### config.mk
export PLATFORM = sky130hd
export DESIGN_NAME = i2c_tx_pingpong_master
export DESIGN_NICKNAME = d
export VERILOG_FILES = /design/src/rtl/i2c_tx_pingpong_master.sv
export SDC_FILE = /design/constraint.sdc
export NUM_CORES = 1
export LEC_CHECK = 0
export CAP_MARGIN = 15
export CORE_UTILIZATION = 60
export DETAILED_ROUTE_END_ITERATION = 7
export GPL_TIMING_DRIVEN = 1
export PLACE_DENSITY = 0.81
export SYNTH_ARGS = -nofsm -noshare
export SYNTH_HDL_FRONTEND = slang
export SYNTH_SLANG_ARGS = --single-unit
### constraint.sdc
create_clock -name clk -period 8.64 [get_ports clk]
set_clock_uncertainty 0.15 [all_clocks]
set_input_delay 1.728 -clock clk [delete_from_list [all_inputs] [get_ports clk]]
set_output_delay 1.728 -clock clk [all_outputs]
set_load 0.005 [all_outputs]
### src/rtl/i2c_tx_pingpong_master.sv
`default_nettype none
// +----------------------------------------------------------------------------+
// | i2c_tx_pingpong_master : double-buffered I2C write master with SCL timing  |
// | Revision 1.0                                                               |
// +----------------------------------------------------------------------------+
module i2c_tx_pingpong_master #(
  parameter int BUF_BYTES = 2,
  parameter int CLK_DIV   = 4,
  parameter int CNT_W     = 16
) (
  input  logic                   clk,
  input  logic                   rst_n,
  input  logic                   StartTX,
  input  logic [6:0]             SlaveAddr,
  input  logic [CNT_W-1:0]       NumBytes,
  input  logic [8*BUF_BYTES-1:0] WrData,
  input  logic                   WrValid,
  output logic                   WrReady,
  input  logic                   SDA_i,
  output logic                   SDA_oe,
  output logic                   SCL_oe,
  output logic                   Busy,
  output logic                   Done,
  output logic                   NackErr
);

  localparam int QW = (CLK_DIV > 2) ? $clog2(CLK_DIV) : 1;
  localparam int BW = (BUF_BYTES > 1) ? $clog2(BUF_BYTES) : 1;

  localparam logic [2:0] S_IDLE  = 3'd0;
  localparam logic [2:0] S_START = 3'd1;
  localparam logic [2:0] S_ADDR  = 3'd2;
  localparam logic [2:0] S_DATA  = 3'd3;
  localparam logic [2:0] S_ACK   = 3'd4;
  localparam logic [2:0] S_WAIT  = 3'd5;
  localparam logic [2:0] S_STOP  = 3'd6;

  logic [2:0]             state, next_state;
  logic [QW-1:0]          qcnt;
  logic [1:0]             quarter;
  logic [2:0]             bit_cnt;
  logic [6:0]             addr;
  logic [CNT_W-1:0]       num_bytes, bytes_loaded, bytes_sent;
  logic [8*BUF_BYTES-1:0] bufs [2];
  logic [1:0]             buf_full;
  logic                   load_sel, rd_sel;
  logic [BW-1:0]          byte_idx;
  logic                   ack_nack, nack_err, done;

  logic             q_end, bit_end, counting, byte_last, load;
  logic [7:0]       addr_byte, cur_byte;
  logic [CNT_W-1:0] remaining, load_inc;

  assign counting  = (state == S_START) || (state == S_ADDR) || (state == S_DATA) ||
                     (state == S_ACK) || (state == S_STOP);
  assign q_end     = (qcnt == QW'(CLK_DIV - 1));
  assign bit_end   = q_end && (quarter == 2'd3);
  assign addr_byte = {addr, 1'b0};
  assign remaining = num_bytes - bytes_loaded;
  assign load_inc  = (remaining >= CNT_W'(BUF_BYTES)) ? CNT_W'(BUF_BYTES) : remaining;
  assign byte_last = (byte_idx == BW'(BUF_BYTES - 1)) || ((bytes_sent + 1'b1) == num_bytes);
  assign Busy      = (state != S_IDLE);
  assign WrReady   = Busy && !buf_full[load_sel] && (bytes_loaded < num_bytes);
  assign load      = WrReady && WrValid;
  assign Done      = done;
  assign NackErr   = nack_err;

  always_comb begin
    cur_byte = 8'h00;
    for (int i = 0; i < BUF_BYTES; i++) begin
      if (byte_idx == BW'(i)) cur_byte = bufs[rd_sel][8*i +: 8];
    end
  end

  always_ff @(posedge clk or negedge rst_n) begin
    if (!rst_n) state <= S_IDLE;
    else        state <= next_state;
  end

  always_comb begin
    next_state = state;
    case (state)
      S_IDLE:  if (StartTX) next_state = S_START;
      S_START: if (bit_end) next_state = S_ADDR;
      S_ADDR,
      S_DATA:  if (bit_end && bit_cnt == 3'd7) next_state = S_ACK;
      S_ACK: begin
        if (bit_end) begin
          if (ack_nack)                    next_state = S_STOP;
          else if (bytes_sent < num_bytes) next_state = buf_full[rd_sel] ? S_DATA : S_WAIT;
          else                             next_state = S_STOP;
        end
      end
      S_WAIT:  if (buf_full[rd_sel]) next_state = S_DATA;
      S_STOP:  if (bit_end) next_state = S_IDLE;
      default: next_state = S_IDLE;
    endcase
  end

  always_comb begin
    SDA_oe = 1'b0;
    SCL_oe = 1'b0;
    case (state)
      S_START: SDA_oe = quarter[1];
      S_ADDR: begin
        SCL_oe = !quarter[1];
        SDA_oe = !addr_byte[3'd7 - bit_cnt];
      end
      S_DATA: begin
        SCL_oe = !quarter[1];
        SDA_oe = !cur_byte[3'd7 - bit_cnt];
      end
      S_ACK:   SCL_oe = !quarter[1];
      S_WAIT:  SCL_oe = 1'b1;
      S_STOP: begin
        SCL_oe = !quarter[1];
        SDA_oe = (quarter != 2'd3);
      end
      default: ;
    endcase
  end

  always_ff @(posedge clk or negedge rst_n) begin
    if (!rst_n) begin
      qcnt <= '0; quarter <= 2'd0; bit_cnt <= 3'd0; addr <= 7'd0;
      num_bytes <= '0; bytes_loaded <= '0; bytes_sent <= '0;
      bufs[0] <= '0; bufs[1] <= '0; buf_full <= 2'b00;
      load_sel <= 1'b0; rd_sel <= 1'b0; byte_idx <= '0;
      ack_nack <= 1'b0; nack_err <= 1'b0; done <= 1'b0;
    end else begin
      done <= 1'b0;
      if (counting) begin
        if (q_end) begin
          qcnt    <= '0;
          quarter <= quarter + 2'd1;
        end else begin
          qcnt <= qcnt + 1'b1;
        end
      end else begin
        qcnt    <= '0;
        quarter <= 2'd0;
      end
      if (next_state != state)                                bit_cnt <= 3'd0;
      else if (bit_end && (state == S_ADDR || state == S_DATA)) bit_cnt <= bit_cnt + 3'd1;
      if (state == S_IDLE && StartTX) begin
        addr      <= SlaveAddr;
        num_bytes <= NumBytes;
        nack_err  <= 1'b0;
      end
      if (state == S_ACK && quarter == 2'd2 && q_end) ack_nack <= SDA_i;
      if (state == S_ACK && bit_end && ack_nack)      nack_err <= 1'b1;
      if (load) begin
        bufs[load_sel]     <= WrData;
        buf_full[load_sel] <= 1'b1;
        load_sel           <= !load_sel;
        bytes_loaded       <= bytes_loaded + load_inc;
      end
      if (state == S_DATA && bit_end && bit_cnt == 3'd7) begin
        bytes_sent <= bytes_sent + 1'b1;
        if (byte_last) begin
          buf_full[rd_sel] <= 1'b0;
          rd_sel           <= !rd_sel;
          byte_idx         <= '0;
        end else begin
          byte_idx <= byte_idx + 1'b1;
        end
      end
      // Leaving STOP discards anything still buffered, including after a NACK.
      if (state == S_STOP && bit_end) begin
        done         <= 1'b1;
        buf_full     <= 2'b00;
        load_sel     <= 1'b0;
        rd_sel       <= 1'b0;
        byte_idx     <= '0;
        bytes_loaded <= '0;
        bytes_sent   <= '0;
      end
    end
  end

endmodule
`default_nettype wire

Word level (Yosys, flattened, before mapping)
Cells that the tools add are included.
Widths: inputs -> output; s select.
{"block": "word_totals", "register_bits": 105, "out_inout_bits": 6, "elab_cells": 151}
{"block": "op_classes", "add_sub_neg": 8, "magnitude_cmp": 11, "n_eq_ne": 14, "mux": 57, "bitwise_logic": 5, "n_reduce_logical": 39}
{"op": "$mux 16", "n": 9}
{"op": "$mux 3", "n": 11}
{"op": "$bwmux 32", "n": 1}
{"op": "$lt 16x16->1", "n": 2}
{"op": "$mux 1", "n": 19}
{"op": "$pmux 3 s6", "n": 1}
{"op": "$logic_and 1x1->1", "n": 17}
{"op": "$add 16x1->16 const B", "n": 1}
{"op": "$add 16x16->16", "n": 1}
{"op": "$demux 16 s1", "n": 1}
{"op": "$eq 16x16->1", "n": 1}
{"op": "$ge 16x2->1 const B", "n": 1}
{"op": "$mux 2", "n": 8}
{"op": "$sub 16x16->16", "n": 1}
{"op": "$eq 3x3->1 const B", "n": 4}
{"op": "$reduce_bool 2->1", "n": 5}
{"op": "$mux 8", "n": 1}
{"op": "$bmux 1 s3", "n": 2}
{"op": "$eq 2x2->1 const B", "n": 3}
{"op": "$eq 3x2->1 const B", "n": 2}
{"op": "$logic_not 1->1", "n": 6}
{"op": "$logic_or 1x1->1", "n": 6}
{"op": "$add 2x1->2 const B", "n": 2}
{"op": "$ge 2x2->1 const B", "n": 2}
{"op": "other kinds (22)", "n": 27}

Depth between registers and ports, before layout
{"block": "depth", "depth_word": 11, "depth_mapped": 23}

Least setup slack after synthesis
No wires, ideal clock.
{"block": "synth_timing", "kind": "reg2reg", "from": "register num_bytes[0]", "to": "register bytes_loaded[14]", "arrival_time_ns": 4.416, "required_ns": 8.358, "setup_slack_ns": 3.942, "stages_incl_launch_ff": 23, "n_path_buf": 0, "path_cell_list": "dfrtp_1 > inv_1 > ha_1 > fa_1 > nand2b_1 > a21boi_0 > o21a_1 > o211ai_1 > nor3_1 > o211a_1 > nand4_1 > nor4_1 > fa_1 > nor2b_1 > o21ai_0 > a21boi_0 > o21ai_0 > a21oi_1 > o21ai_0 > a21oi_1 > o41ai_1 > mux2i_1 > o31ai_1"}
{"block": "synth_via", "elab_chain_cells": 6}
{"item": "from (decl)", "line": "43", "source": "logic [CNT_W-1:0] num_bytes, bytes_loaded, bytes_sent;"}
{"item": "from (signal assigned)", "line": "147", "source": "num_bytes <= NumBytes;"}
{"item": "$sub 16x16->16", "line": "59", "source": "assign remaining = num_bytes - bytes_loaded;"}
{"item": "$ge 16x2->1", "line": "60", "source": "assign load_inc = (remaining >= CNT_W'(BUF_BYTES)) ? CNT_W'(BUF_BYTES) : remaining;"}
{"item": "$mux 16", "line": "60"}
{"item": "$add 16x16->16", "line": "156", "source": "bytes_loaded <= bytes_loaded + load_inc;"}
{"item": "$mux 16", "line": "152", "source": "if (load) begin"}
{"item": "$mux 16", "line": "169", "source": "if (state == S_STOP && bit_end) begin"}
{"item": "to (signal assigned)", "line": "156"}
{"item": "to (decl)", "line": "43"}
Several ways; a longest one is shown, not always the timed one. The select of a mux whose other input is x is not followed.
A chain may end at the register's enable or synchronous reset.

Worst setup path after layout
Ends and elaborated chain as after synthesis.

==> results.json <==
{
  "run_status": "complete, no violations",
  "peakVddDrop_uv": 171,
  "first_iter_violations": 597,
  "synth_mux_area_share_pct": 9.86,
  "antenna-diode-count": 0,
  "setup.worst_path.start": "num_bytes[0]",
  "fmax_ghz": 0.183,
  "criticalPathCategory": "flip-flop to flip-flop",
  "final_net_count": 944,
  "cts_root_buffer": "clkbuf_16",
  "clkTransAtPathRegs_ns": 0.07,
  "slew_violations": 0,
  "die-height_microns": 112,
  "clock_sink_count": 105,
  "number_of_global_route_vias_before_repair": 6191,
  "core_area_sq_um": 11700,
  "route.detailed.vias_per_inst": 6.19,
  "finalHoldViolCount": 0,
  "worstPathRequired_ns": 8.70,
  "max_slew.worst_pin.slew_ns": 0.935,
  "syn_to_final_growth_pct": 12.0,
  "cts.repair_timing.setup_buffer_count": 0,
  "pwr_density_cell_nw_per_um2": 233,
  "route.vias.total": 6151,
  "detailedPlacementHpwl_microns": 14000,
  "worstHoldEndpoint": "qcnt[0]",
  "yosysSeqAreaShare_pct": 36.0,
  "drt_pre_antenna_iters": 5,
  "rsz0062_at_grt": "no",
  "drt-total-wl_microns": 18400,
  "synth_area_per_cell_sq_um": 9.12,
  "synthesis.yosys.warnings": 0,
  "floorplan.rows": 39,
  "io_buffer_count": 49,
  "synthesis_stage_register_bit_count": 105,
  "overflow": 0,
  "hp-start": "qcnt[0]",
  "synthCells": 801,
  "synth_top_family_by_area": "simple AND/OR/NAND/NOR gates",
  "ctsResizeCount": 0,
  "gr-usage-all-layers_pct": 31.2,
  "synth.distinct_cells": 82,
  "utilization_pct": 70.2,
  "synth_top_flop_cell": "dfrtp_1",
  "tritoncts.num_buffers": 9,
  "die-width_microns": 112,
  "clock_tree.buffer_depth": 2,
  "yosys.area_share.adder_pct": 9.45,
  "timing.max_slew.rel_slack_pct": 37.1,
  "htree_num_levels": 3,
  "holdCritPathClass": "flip-flop to flip-flop",
  "fp.dieArea_sq_um": 12600,
  "reg2reg_from": "num_bytes[0]",
  "multi_input_area_sq_um": 4360,
  "setup_violations": 0,
  "max_cap_check_violation_count": 0,
  "synth_xor_xnor_area_share_pct": 4.55,
  "min_period_ns": 5.47,
  "cp-end-kind": "flip-flop",
  "final_antenna_net_count": 0,
  "postSynth.asyncResetShare_pct": 100,
  "pin_count_of_the_biggest_net_entering_global_routing": 62,
  "synth-compound-area-share_pct": 16.6,
  "r2r_cells": 22,
  "synth_simple_gate_area_share_pct": 18.5,
  "io_pins": 50,
  "worstReg2RegEnd": "bytes_loaded[14]",
  "cts_tree": "yes",
  "proportion_of_layout_cells_with_a_drive_suffix_above_1_pct": 9.75,
  "clock_latency_of_the_later_clocked_register_in_the_worst_skew_pair_ns": 0.36,
  "start_util_pct": 62.7,
  "fillers": 879,
  "r2r_slack_ns": 3.17,
  "synth-edff-count": 0,
  "static-leakage-power_nw": 3.72,
  "hold-worst-slack_ns": 0.320,
  "worst-path-max-fanout": 3,
  "final_worst_path_cycle_share_pct": 63.3,
  "syn_area_sq_um": 7310,
  "cts_hold_repair.buffers": 0,
  "register_area_sq_um": 2630,
  "remaining_drc_errors": 0,
  "drt-wirelength-per-cell_microns": 18.5,
  "min_delay_path_depth": 1,
  "timing.critical_path.from_type": "flip-flop",
  "global_route_wire_length_before_repair_microns": 30800,
  "globalplace.congestion": 0.926,
  "worstPathArrival_ns": 5.53,
  "antenna_found_initial": 0,
  "tns_ns": 0
}
cells in the mapped netlist, types with 4 or more instances:
| master | count | share of area, % |
|---|---|---|
| o31ai_1 | 13 | 1.3 |
| a21oi_1 | 39 | 2.7 |
| buf_4 | 4 | 0.41 |
| xnor2_1 | 22 | 2.6 |
| nor2_1 | 52 | 2.7 |
| o21a_1 | 8 | 0.82 |
| a31oi_1 | 6 | 0.51 |
| nand3_1 | 27 | 1.8 |
| inv_1 | 49 | 2.5 |
| dfrtp_1 | 105 | 36 |
| nand2_1 | 105 | 5.4 |
| nand2b_1 | 7 | 0.60 |
| mux2i_1 | 9 | 1.2 |
| o211ai_1 | 4 | 0.41 |
| and3_1 | 6 | 0.51 |
| ha_1 | 52 | 8.9 |
| nand4_1 | 7 | 0.60 |
| or3_1 | 6 | 0.51 |
| mux2_2 | 34 | 5.2 |
| o21ai_0 | 65 | 4.5 |
| and2_1 | 5 | 0.43 |
| clkbuf_1 | 18 | 0.92 |
| nor3_1 | 15 | 1.0 |
| a21o_1 | 12 | 1.2 |
| nor4_1 | 8 | 0.68 |
| xor2_1 | 16 | 1.9 |
| mux4_2 | 11 | 3.4 |
| nor2b_1 | 14 | 1.2 |
| a21boi_0 | 4 | 0.41 |
cells in the final DEF (no fill, tap or decap), types with 9 or more instances in the layout:
cell type        synthesis  final
clkdlybuf4s50_1          0     48
nand2_1                105    105
ha_1                    52     52
dfrtp_1                105    105
nor2b_1                 14     14
conb_1                   1     13
xnor2_1                 22     22
nor3_1                  15     15
inv_1                   49     49
o31ai_1                 13     13
nand3_1                 27     27
clkbuf_16                0      9
a21oi_1                 39     39
a21o_1                  12     12
mux2i_1                  9      9
mux2_2                  34     34
o21ai_0                 65     65
xor2_1                  16     16
nor2_1                  52     52
mux4_2                  11     11
sequential cells by signal, summed over array words and instances (netlist names), 2 cells and up:
name,flops
qcnt,2
addr,7
buf_full,2
num_bytes,16
bytes_loaded,16
bytes_sent,16
quarter,2
bufs,32
state,3
bit_cnt,3
worst max path at each step:
stage,endpoint
after floorplan,bytes_loaded[14]
after global placement,bytes_loaded[14]
after detailed placement,bytes_loaded[14]
after CTS,bytes_loaded[14]
after global routing,bytes_loaded[14]
final,bytes_loaded[14]
per-stage QoR:
stage	worst slack [ns]	instance area (sq um)	instances	total power, mW
global placement	3.36	7860	977	1.46
global route	2.65	8180	994	2.03
CTS	3.24	8150	993	1.89
finish	3.17	8180	994	1.90
floorplan	3.94	7350	813	1.29
detailed placement	3.26	7860	977	1.49
per-layer routing:
| metal | wire (microns) | part of all wire [%] | track usage, % |
|---|---|---|---|
| met5 | 0 | 0 | 0 |
| met3 | 796 | 4.3 | 4.21 |
| met1 | 8010 | 44 | 40.3 |
| met2 | 9070 | 49 | 53.3 |
| met4 | 535 | 2.9 | 12.4 |
power by group:
| group | internal (mW) | leakage, nW | switching (mW) |
|---|---|---|---|
| clock | 0.203 | 0.138 | 0.198 |
| sequential | 0.600 | 1.28 | 0.0710 |
| combinational | 0.367 | 2.30 | 0.465 |
| total | 1.17 | 3.72 | 0.733 |
critical path, stage by stage, from the launching register on:
cell      delay, ns
dfrtp_1        0.38
inv_1          0.07
ha_1           0.24
fa_1           0.42
nand2b_1       0.20
a21boi_0       0.27
o21a_1         0.17
o211ai_1       0.10
nor3_1         0.21
o211a_1        0.18
nand4_1        0.10
nor4_1         0.55
fa_1           0.32
nor2b_1        0.05
o21ai_0        0.18
a21boi_0       0.16
o21ai_0        0.28
a21oi_1        0.13
o21ai_0        0.34
a21oi_1        0.15
o41ai_1        0.35
mux2i_1        0.23
o31ai_1        0.09
cell type report:
| cell class | instances | share of cell area [%] |
|---|---|---|
| multi-input combinational | 627 | 53.2 |
| sequential | 105 | 32.1 |
| timing repair buffer | 54 | 6.67 |
| clock buffer | 10 | 2.80 |
| inverter | 49 | 2.25 |
| tap | 143 | 2.19 |
| clock inverter | 6 | 0.749 |
logic make-up (layout without fill, tap and decap cells):
family | Yosys count | count (layout)
other cells | 1 | 13
compound gates | 190 | 190
fa+ha+maj | 54 | 54
simple gates | 278 | 278
xor+xnor | 38 | 38
mux | 54 | 54
flops | 105 | 105
buf+inv | 81 | 119
No activity file was read; power rests on OpenSTA's default activity.
